`config.mk`:
```
export PLATFORM = sky130hd
export DESIGN_NAME = mmu_sequencer_flat
export DESIGN_NICKNAME = d
export VERILOG_FILES = /design/src/rtl/mmu_sequencer_if.sv /design/src/rtl/mmu_sequencer.sv /design/src/flat_wrapper.sv
export SDC_FILE = /design/constraint.sdc
export NUM_CORES = 1
export LEC_CHECK = 0
export CORE_ASPECT_RATIO = 1.5
export CORE_MARGIN = 3
export CORE_UTILIZATION = 35
export CTS_BUF_LIST = sky130_fd_sc_hd__clkbuf_2 sky130_fd_sc_hd__clkbuf_4 sky130_fd_sc_hd__clkbuf_8
export DETAILED_ROUTE_END_ITERATION = 16
export GPL_TIMING_DRIVEN = 0
export SETUP_SLACK_MARGIN = 0.2
export SKIP_LAST_GASP = 1
export SYNTH_ARGS = -nofsm -noshare
export SYNTH_HDL_FRONTEND = slang
export SYNTH_SLANG_ARGS = --single-unit
```
`constraint.sdc`:
```
create_clock -name clk -period 2.45 [get_ports clk]
set_clock_uncertainty 0.15 [all_clocks]
set_input_delay 0.3675 -clock clk [delete_from_list [all_inputs] [get_ports clk]]
set_output_delay 0.3675 -clock clk [all_outputs]
set_load 0.01 [all_outputs]
```
`src/rtl/mmu_sequencer_if.sv`:
```
// ============================================================================
// Module : mmu_sequencer_if
// Brief  : Command/status bundle between a pass requester and the systolic
//          array sequencer (start/abort in, array-edge and capture strobes out).
// Rev    : 1.0  initial release
// ============================================================================
`default_nettype none

interface mmu_sequencer_if #(
  parameter int N  = 2,
  parameter int KW = 4
);
  logic                 start;
  logic [KW-1:0]        k_len;
  logic                 abort;
  logic                 busy;
  logic                 done;
  logic                 clear;
  logic                 op_rd_en;
  logic [KW-1:0]        op_rd_addr;
  logic [1:0]           edge_ctrl;
  logic                 capture_en;
  logic [$clog2(N)-1:0] capture_row;

  modport master (
    output start, k_len, abort,
    input  busy, done, clear, op_rd_en, op_rd_addr, edge_ctrl, capture_en, capture_row
  );

  modport slave (
    input  start, k_len, abort,
    output busy, done, clear, op_rd_en, op_rd_addr, edge_ctrl, capture_en, capture_row
  );
endinterface

`default_nettype wire

```
`src/rtl/mmu_sequencer.sv`:
```
// ============================================================================
// Module : mmu_sequencer
// Brief  : Pass controller for an N x N systolic MAC array: clear, operand
//          feed, skew/latency drain and row-by-row result capture.
// Rev    : 1.0  initial release
// ============================================================================
`default_nettype none

module mmu_sequencer #(
  parameter int N      = 2,
  parameter int KW     = 4,
  parameter int PE_LAT = 3
) (
  input  wire logic        clk,
  input  wire logic        rst,
  mmu_sequencer_if.slave   bus
);

  // Drain covers the operand skew across the array plus the PE pipeline.
  localparam int c_drain_len = 2 * (N - 1) + PE_LAT;
  localparam int c_drain_w   = $clog2(c_drain_len + 1);
  localparam int c_row_w     = $clog2(N);

  typedef enum logic [2:0] {
    S_IDLE   = 3'd0,
    S_CLEAR  = 3'd1,
    S_FEED   = 3'd2,
    S_DRAIN  = 3'd3,
    S_OUTPUT = 3'd4,
    S_DONE   = 3'd5
  } state_t;

  state_t                 r_state;
  logic [KW-1:0]          r_k_len;
  logic [KW-1:0]          r_addr;
  logic [c_drain_w-1:0]   r_drain_cnt;
  logic [c_row_w-1:0]     r_row;
  logic                   r_busy;
  logic                   r_done;
  logic                   r_clear;
  logic                   r_rd_en;
  logic [1:0]             r_edge;
  logic                   r_cap_en;

  logic w_feed_last;
  logic w_drain_last;
  logic w_row_last;

  assign w_feed_last  = (r_addr == r_k_len - KW'(1));
  assign w_drain_last = (r_drain_cnt == c_drain_w'(c_drain_len - 1));
  assign w_row_last   = (r_row == c_row_w'(N - 1));

  always_ff @(posedge clk or negedge rst) begin
    if (!rst) begin
      r_state     <= S_IDLE;
      r_k_len     <= '0;
      r_addr      <= '0;
      r_drain_cnt <= '0;
      r_row       <= '0;
      r_busy      <= 1'b0;
      r_done      <= 1'b0;
      r_clear     <= 1'b0;
      r_rd_en     <= 1'b0;
      r_edge      <= 2'b00;
      r_cap_en    <= 1'b0;
    end else begin
      // Single-cycle strobes fall back to idle unless a transition sets them.
      r_done   <= 1'b0;
      r_clear  <= 1'b0;
      r_edge   <= 2'b00;
      r_cap_en <= 1'b0;

      if (r_state != S_IDLE && bus.abort) begin
        r_state     <= S_IDLE;
        r_busy      <= 1'b0;
        r_clear     <= 1'b1;
        r_rd_en     <= 1'b0;
        r_addr      <= '0;
        r_drain_cnt <= '0;
        r_row       <= '0;
      end else begin
        case (r_state)
          S_IDLE: begin
            if (bus.start) begin
              if (bus.k_len != '0) begin
                r_state <= S_CLEAR;
                r_k_len <= bus.k_len;
                r_busy  <= 1'b1;
                r_clear <= 1'b1;
              end else begin
                r_done  <= 1'b1;
              end
            end
          end
          S_CLEAR: begin
            r_state <= S_FEED;
            r_rd_en <= 1'b1;
            r_addr  <= '0;
            r_edge  <= 2'b01;
          end
          S_FEED: begin
            if (w_feed_last) begin
              r_state     <= S_DRAIN;
              r_rd_en     <= 1'b0;
              r_addr      <= '0;
              r_drain_cnt <= '0;
            end else begin
              r_addr <= r_addr + KW'(1);
            end
          end
          S_DRAIN: begin
            if (w_drain_last) begin
              r_state  <= S_OUTPUT;
              r_cap_en <= 1'b1;
              r_row    <= '0;
            end else begin
              r_drain_cnt <= r_drain_cnt + c_drain_w'(1);
            end
          end
          S_OUTPUT: begin
            if (w_row_last) begin
              r_state <= S_DONE;
              r_done  <= 1'b1;
              r_row   <= '0;
            end else begin
              r_row    <= r_row + c_row_w'(1);
              r_cap_en <= 1'b1;
            end
          end
          S_DONE: begin
            r_state <= S_IDLE;
            r_busy  <= 1'b0;
          end
          default: begin
            r_state <= S_IDLE;
            r_busy  <= 1'b0;
            r_rd_en <= 1'b0;
          end
        endcase
      end
    end
  end

  assign bus.busy        = r_busy;
  assign bus.done        = r_done;
  assign bus.clear       = r_clear;
  assign bus.op_rd_en    = r_rd_en;
  assign bus.op_rd_addr  = r_addr;
  assign bus.edge_ctrl   = r_edge;
  assign bus.capture_en  = r_cap_en;
  assign bus.capture_row = r_row;

endmodule

`default_nettype wire

```
`src/flat_wrapper.sv`:
```
// flat-port wrapper written by rule: the top's interface ports become plain ports
module mmu_sequencer_flat 
#(
  parameter int N      = 2,
  parameter int KW     = 4,
  parameter int PE_LAT = 3
)
  (clk, rst, bus_start, bus_k_len, bus_abort, bus_busy, bus_done, bus_clear, bus_op_rd_en, bus_op_rd_addr, bus_edge_ctrl, bus_capture_en, bus_capture_row);
  mmu_sequencer_if #(.N(N), .KW(KW)) bus_i ();
  input  wire logic clk;
  input  wire logic rst;
  input wire logic [$bits(bus_i.start)-1:0] bus_start;
  input wire logic [$bits(bus_i.k_len)-1:0] bus_k_len;
  input wire logic [$bits(bus_i.abort)-1:0] bus_abort;
  output wire logic [$bits(bus_i.busy)-1:0] bus_busy;
  output wire logic [$bits(bus_i.done)-1:0] bus_done;
  output wire logic [$bits(bus_i.clear)-1:0] bus_clear;
  output wire logic [$bits(bus_i.op_rd_en)-1:0] bus_op_rd_en;
  output wire logic [$bits(bus_i.op_rd_addr)-1:0] bus_op_rd_addr;
  output wire logic [$bits(bus_i.edge_ctrl)-1:0] bus_edge_ctrl;
  output wire logic [$bits(bus_i.capture_en)-1:0] bus_capture_en;
  output wire logic [$bits(bus_i.capture_row)-1:0] bus_capture_row;
  assign bus_i.start = bus_start;
  assign bus_i.k_len = bus_k_len;
  assign bus_i.abort = bus_abort;
  assign bus_busy = bus_i.busy;
  assign bus_done = bus_i.done;
  assign bus_clear = bus_i.clear;
  assign bus_op_rd_en = bus_i.op_rd_en;
  assign bus_op_rd_addr = bus_i.op_rd_addr;
  assign bus_edge_ctrl = bus_i.edge_ctrl;
  assign bus_capture_en = bus_i.capture_en;
  assign bus_capture_row = bus_i.capture_row;
  mmu_sequencer #(.N(N), .KW(KW), .PE_LAT(PE_LAT)) u_core (.clk(clk), .rst(rst), .bus(bus_i));
endmodule
```
* Word-level counts from Yosys, hierarchy flattened *
Index checks and enable logic that the tools add are counted.

operators by class
  add/sub/neg operators = 4
  equal/unequal tests = 15
  mux-type cells = 40
  bitwise operators = 1
  reductions and logical operators = 15

operator list
  cell                                                 count
  two-way mux 3 bit                                    9
  two-way mux 1 bit                                    20
  one-hot mux 3 bit (5 select lines)                   1
  != test 3 x 1 -> 1 bit, second input constant        4
  nonzero test 3 bit                                   4
  equality test 3 bit, second input constant           3
  two-way mux 4 bit                                    2
  one-hot mux 1 bit (2 select lines)                   4
  one-hot mux 4 bit (2 select lines)                   1
  OR reduction 4 bit                                   2
  equality test 3 x 2 -> 1 bit, second input constant  2
  one-hot mux 3 bit (2 select lines)                   1
  AND reduction 3 bit                                  2
  AND reduction 5 bit                                  1
  adder 4 x 1 -> 4 bit, second input constant          1
  equality test 4 bit                                  1
  != test 2 x 1 -> 1 bit, second input constant        2
  AND reduction 2 bit                                  2
  AND reduction 4 bit                                  1
  nonzero test 4 bit                                   1
  subtractor 4 x 1 -> 4 bit, second input constant     1
  adder 3 x 1 -> 3 bit, second input constant          1
  equality test 3 x 1 -> 1 bit, second input constant  1
  zero test 3 bit                                      1
  other kinds (7)                                      7

word-level totals
  bits in registers = 22
  input bits = 8
  output and inout port bits = 12
  logic and storage cells = 86

* Logic depth before layout (Yosys ltp) *
  depth after elaboration = 5
  mapped depth = 7
  depth with buffers taken out = 7

* Worst setup path before layout *
No wires, ideal clock.

  path kind = reg2reg
  start point = register u_core.r_k_len[0]
  end point = register u_core.r_drain_cnt[1]
  library setup time = 0.124 ns
  data arrival time = 1.751 ns
  required time = 2.176 ns
  path slack = 0.425 ns
  cell stages (with the launch flop) = 8
  path buffers = 0
  period minus slack after synthesis = 2.025 ns
  cell sequence = dfrtp_1 > inv_1 > ha_1 > xor3_1 > nor3_1 > a2111oi_4 > nor2_2 > mux2i_1

on the way
  cells in the longest elaborated chain, start to end = 4

RTL lines
  what                              RTL line              source
  from (decl)                       mmu_sequencer.sv:34   logic [KW-1:0] r_k_len;
  from (signal assigned)            mmu_sequencer.sv:87   r_k_len <= bus.k_len;
  subtractor 4 x 1 -> 4 bit         mmu_sequencer.sv:49   assign w_feed_last = (r_addr == r_k_len - KW'(1));
  equality test 4 bit               mmu_sequencer.sv:49
  != test 3 x 1 -> 1 bit (no line)  --
  AND reduction 3 bit (no line)     --
  to (signal assigned)              mmu_sequencer.sv:117  r_drain_cnt <= r_drain_cnt + c_drain_w'(1);
  to (decl)                         mmu_sequencer.sv:36   logic [c_drain_w-1:0] r_drain_cnt;

Every way passes these cells.
A chain may end at the register's enable or synchronous reset.

* Worst setup path in the final report *
  start point = register u_core.r_k_len[0]
  end point = register u_core.r_drain_cnt[2]

The elaborated chain is that of the path after synthesis.

==> run_results.csv <==
group,metric,value,unit
yosys,ys_ff_latch,21,
final_layout,drive_above_1_share,8.82,%
timing,slew_headroom,37.0,%
timing,tightest_slew,941,ps
timing,setup_viol,0,
clocking,clk_pin_slew_worst_paths,80,ps
critical_path,crit_path_end_kind,"flip-flop",
final_layout,layout.nets,149,
floorplan,ioPinCount,20,
floorplan,core,3000,µm²
placed_design,dpl_cell_area,1360,µm²
run_status,status,"finished clean",
placed_design,io_buffers,18,
final_layout,fillCellCount,285,
drt,viasPerCell,5.23,
floorplan,placement_rows,24,
timing,slew_viol_final,0,
clocking,insertion_delay,260,ps
drt,routedWlPerCell,13.2,µm
drt,routed-via-count,916,
yosys,syn_inst,113,
pwr,p_leak,0.606,nW
clocking,cts_buffer_depth,2,
yosys,syn_area,1130,µm²
clocking,numCtsBuffers,3,
pwr,p_switching,0.000509,W
global_routing,grt_pass1_vias,908,
pwr,p_int,0.000885,W
pwr,power,0.00139,W
clocking,cts_tree,"built",
global_routing,antenna_found_initial,0,
timing,timing.fmax,0.477,GHz
critical_path,cp.required,2480,ps
global_routing,grt_pass1_wl,4040,µm
critical_path,crit_arrival,2130,ps
drt,wirelength,2310,µm
pwr,p_per_area,980,nW/µm²
clocking,htreeDepth,1,
timing,finalCritPeriodShare,85.7,%
pwr,p_sw_share,36.5,%
placed_design,hpwl,1710,µm
drt,drt_first_pass_iters,4,
drt,drtIter0Drc,33,
global_routing,grt_max_degree,22,
timing,rsz0062_at_grt,"false",
critical_path,crit_type,"flip-flop to flip-flop",
yosys,synth_cell_type_count,38,
floorplan,fp.dieArea,3960,µm²
pwr,combPwrFrac,44.9,%
clocking,root_buffer,"clkbuf_8",
critical_path,crit_path_start_kind,"flip-flop",
final_layout,stdcell_area,1420,µm²
placed_design,gp_congestion,0.803,
floorplan,die_w,52.4,µm
timing,period_minus_slack,2100,ps
run,max-cap-violations,0,
yosys,async_reset_ff_share,100,%
final_layout,antennaDiodeCount,0,
pwr,seq_power_share,38.4,%
timing,fin_tns_setup,0,ps
final_layout,layout-area-overhead-vs-synth,25.7,%
critical_path,reg2reg_depth,8,
floorplan,start_util,37.7,%
clocking,clkSinkCount,21,
critical_path,worstPathMaxFanout,9,
yosys,yosys_warnings,0,
hold_path,hp-class,"flip-flop to flip-flop",
hold_path,whs_path_depth,1,
timing,hold_viol,0,
drt,antenna_left,0,
drt,drc_errors,0,
yosys,synth-edff-count,0,
global_routing,grt_usage,13.4,%
global_routing,grt_overflow,0,
yosys,synth_ff_type,"dfrtp_1",
pwr,ir_worst_vdd,578,µV
floorplan,die_h,75.6,µm
yosys,ys_seq_area_share,46.5,%
pwr,pwr-share-clk,16.7,%
yosys,synthesis.nets,125,
yosys,syn_avg_cell_area,10.0,µm²
## through the flow
stage	worst slack, ps	hold WS (ps)	utilization [%]	instances
after global routing	209	381	47.3	175
after floorplan	425	-78.1	-	113
final	352	333	47.3	175
after detailed placement	187	324	45.3	170
after CTS	241	341	46.9	174
after global placement	189	315	45.3	170
## cell usage after synthesis (2+ instances only)
cell type / instances / area (µm²)
dfrtp_1: 21 / 526
nand2_1: 10 / 37.5
inv_1: 8 / 30.0
nor2_1: 7 / 26.3
a21oi_1: 6 / 30.0
nor3_1: 5 / 25.0
o21ai_0: 5 / 25.0
ha_1: 4 / 50.1
a21o_1: 3 / 22.5
clkbuf_1: 3 / 11.3
mux2i_1: 3 / 30.0
nand3_1: 3 / 15.0
xnor2_1: 3 / 26.3
a22o_1: 2 / 17.5
a31oi_1: 2 / 12.5
a32oi_1: 2 / 17.5
mux2_2: 2 / 22.5
nand2b_1: 2 / 12.5
o21ai_1: 2 / 10.0
or3_1: 2 / 12.5
## power by group through the flow
| stage | combinational [W] | clock (W) | sequential (W) |
|---|---|---|---|
| after floorplan | 0.000400 | 0 | 0.000547 |
| after global placement | 0.000601 | 0 | 0.000540 |
| after detailed placement | 0.000610 | 0 | 0.000545 |
| after CTS | 0.000613 | 0.000242 | 0.000537 |
| after global routing | 0.000699 | 0.000255 | 0.000555 |
| final | 0.000626 | 0.000233 | 0.000535 |
## repair_timing
action                     4_1_cts  5_1_grt
hold buffers                     0        0
hold endpoints to repair         0        0
resized for setup                0        1
setup endpoints to repair        1        5
pin swaps                        1        1
setup buffers                    0        1
## sequential cells by signal, summed over array words and instances, names as in the netlist
name,cells
u_core.bus.capture_en,1
u_core.bus.busy,1
u_core.bus.edge_ctrl,1
u_core.bus.clear,1
u_core.r_k_len,4
u_core.bus.done,1
u_core.bus.op_rd_en,1
u_core.r_state,3
u_core.r_drain_cnt,3
u_core.bus.op_rd_addr,4
u_core.bus.capture_row,1
## final timing paths
kind                       slack [ps]         startpoint                    end
max in group asynchronous        1090                rst      u_core.r_k_len[0]
hold reg to reg                   330    u_core.bus.busy        u_core.bus.busy
setup reg to reg                  350  u_core.r_k_len[0]  u_core.r_drain_cnt[2]
setup / recovery                  350  u_core.r_k_len[0]  u_core.r_drain_cnt[2]
hold / removal                    330    u_core.bus.busy        u_core.bus.busy
min in group asynchronous         490                rst      u_core.r_state[1]
## layer usage
| metal | wire length (µm) | up-vias | track usage (%) |
|---|---|---|---|
| li1 | - | 445 | - |
| met1 | 1020 | 444 | 16.5 |
| met2 | 1180 | 21 | 23.1 |
| met3 | 81 | 6 | 1.76 |
| met4 | 29 | 0 | 6.25 |
| met5 | 0 | - | 0 |
## critical path, cell delays in order, from the launching register on
cell       delay, ps
dfrtp_1          380
inv_1             70
ha_1             190
xor3_1           390
nor3_2            60
a2111oi_4        330
buf_4            220
nor2_2            70
a31oi_1          170
## cells by family (layout without fill, tap and decap cells)
| group | after synthesis | after routing | synth area share (%) |
|---|---|---|---|
| adders and majority gates | 5 | 5 | 5.31 |
| AOI/OAI and AO/OA | 29 | 29 | 18.6 |
| buffers and inverters | 13 | 36 | 4.76 |
| other | 1 | 1 | 0.332 |
| xor gates and xnor gates | 5 | 5 | 5.20 |
| muxes | 6 | 6 | 5.64 |
| and+or+nand+nor | 33 | 33 | 13.7 |
| DFF | 21 | 21 | 46.5 |
## area by class of cell
type | count | area, µm² | share of cell area, %
multi-input combinational | 79 | 557 | 39.2
sequential | 21 | 526 | 37.0
timing repair buffer | 19 | 188 | 13.2
clock buffer | 4 | 48.8 | 3.43
tap | 39 | 48.8 | 3.43
inverter | 8 | 30.0 | 2.11
buffer | 5 | 23.8 | 1.67
## cell usage in the layout, fill, tap and decap left out, types with 3 or more instances in the layout
master / netlist / layout
xnor2_1: 3 / 3
clkdlybuf4s50_1: 0 / 18
a21o_1: 3 / 3
inv_1: 8 / 8
nor3_1: 5 / 4
nor2_1: 7 / 7
ha_1: 4 / 4
clkbuf_8: 0 / 3
clkbuf_1: 3 / 3
nand2_1: 10 / 10
mux2i_1: 3 / 3
o21ai_0: 5 / 5
dfrtp_1: 21 / 21
nand3_1: 3 / 3
a21oi_1: 6 / 6
(Power assumes the default switching activity.)
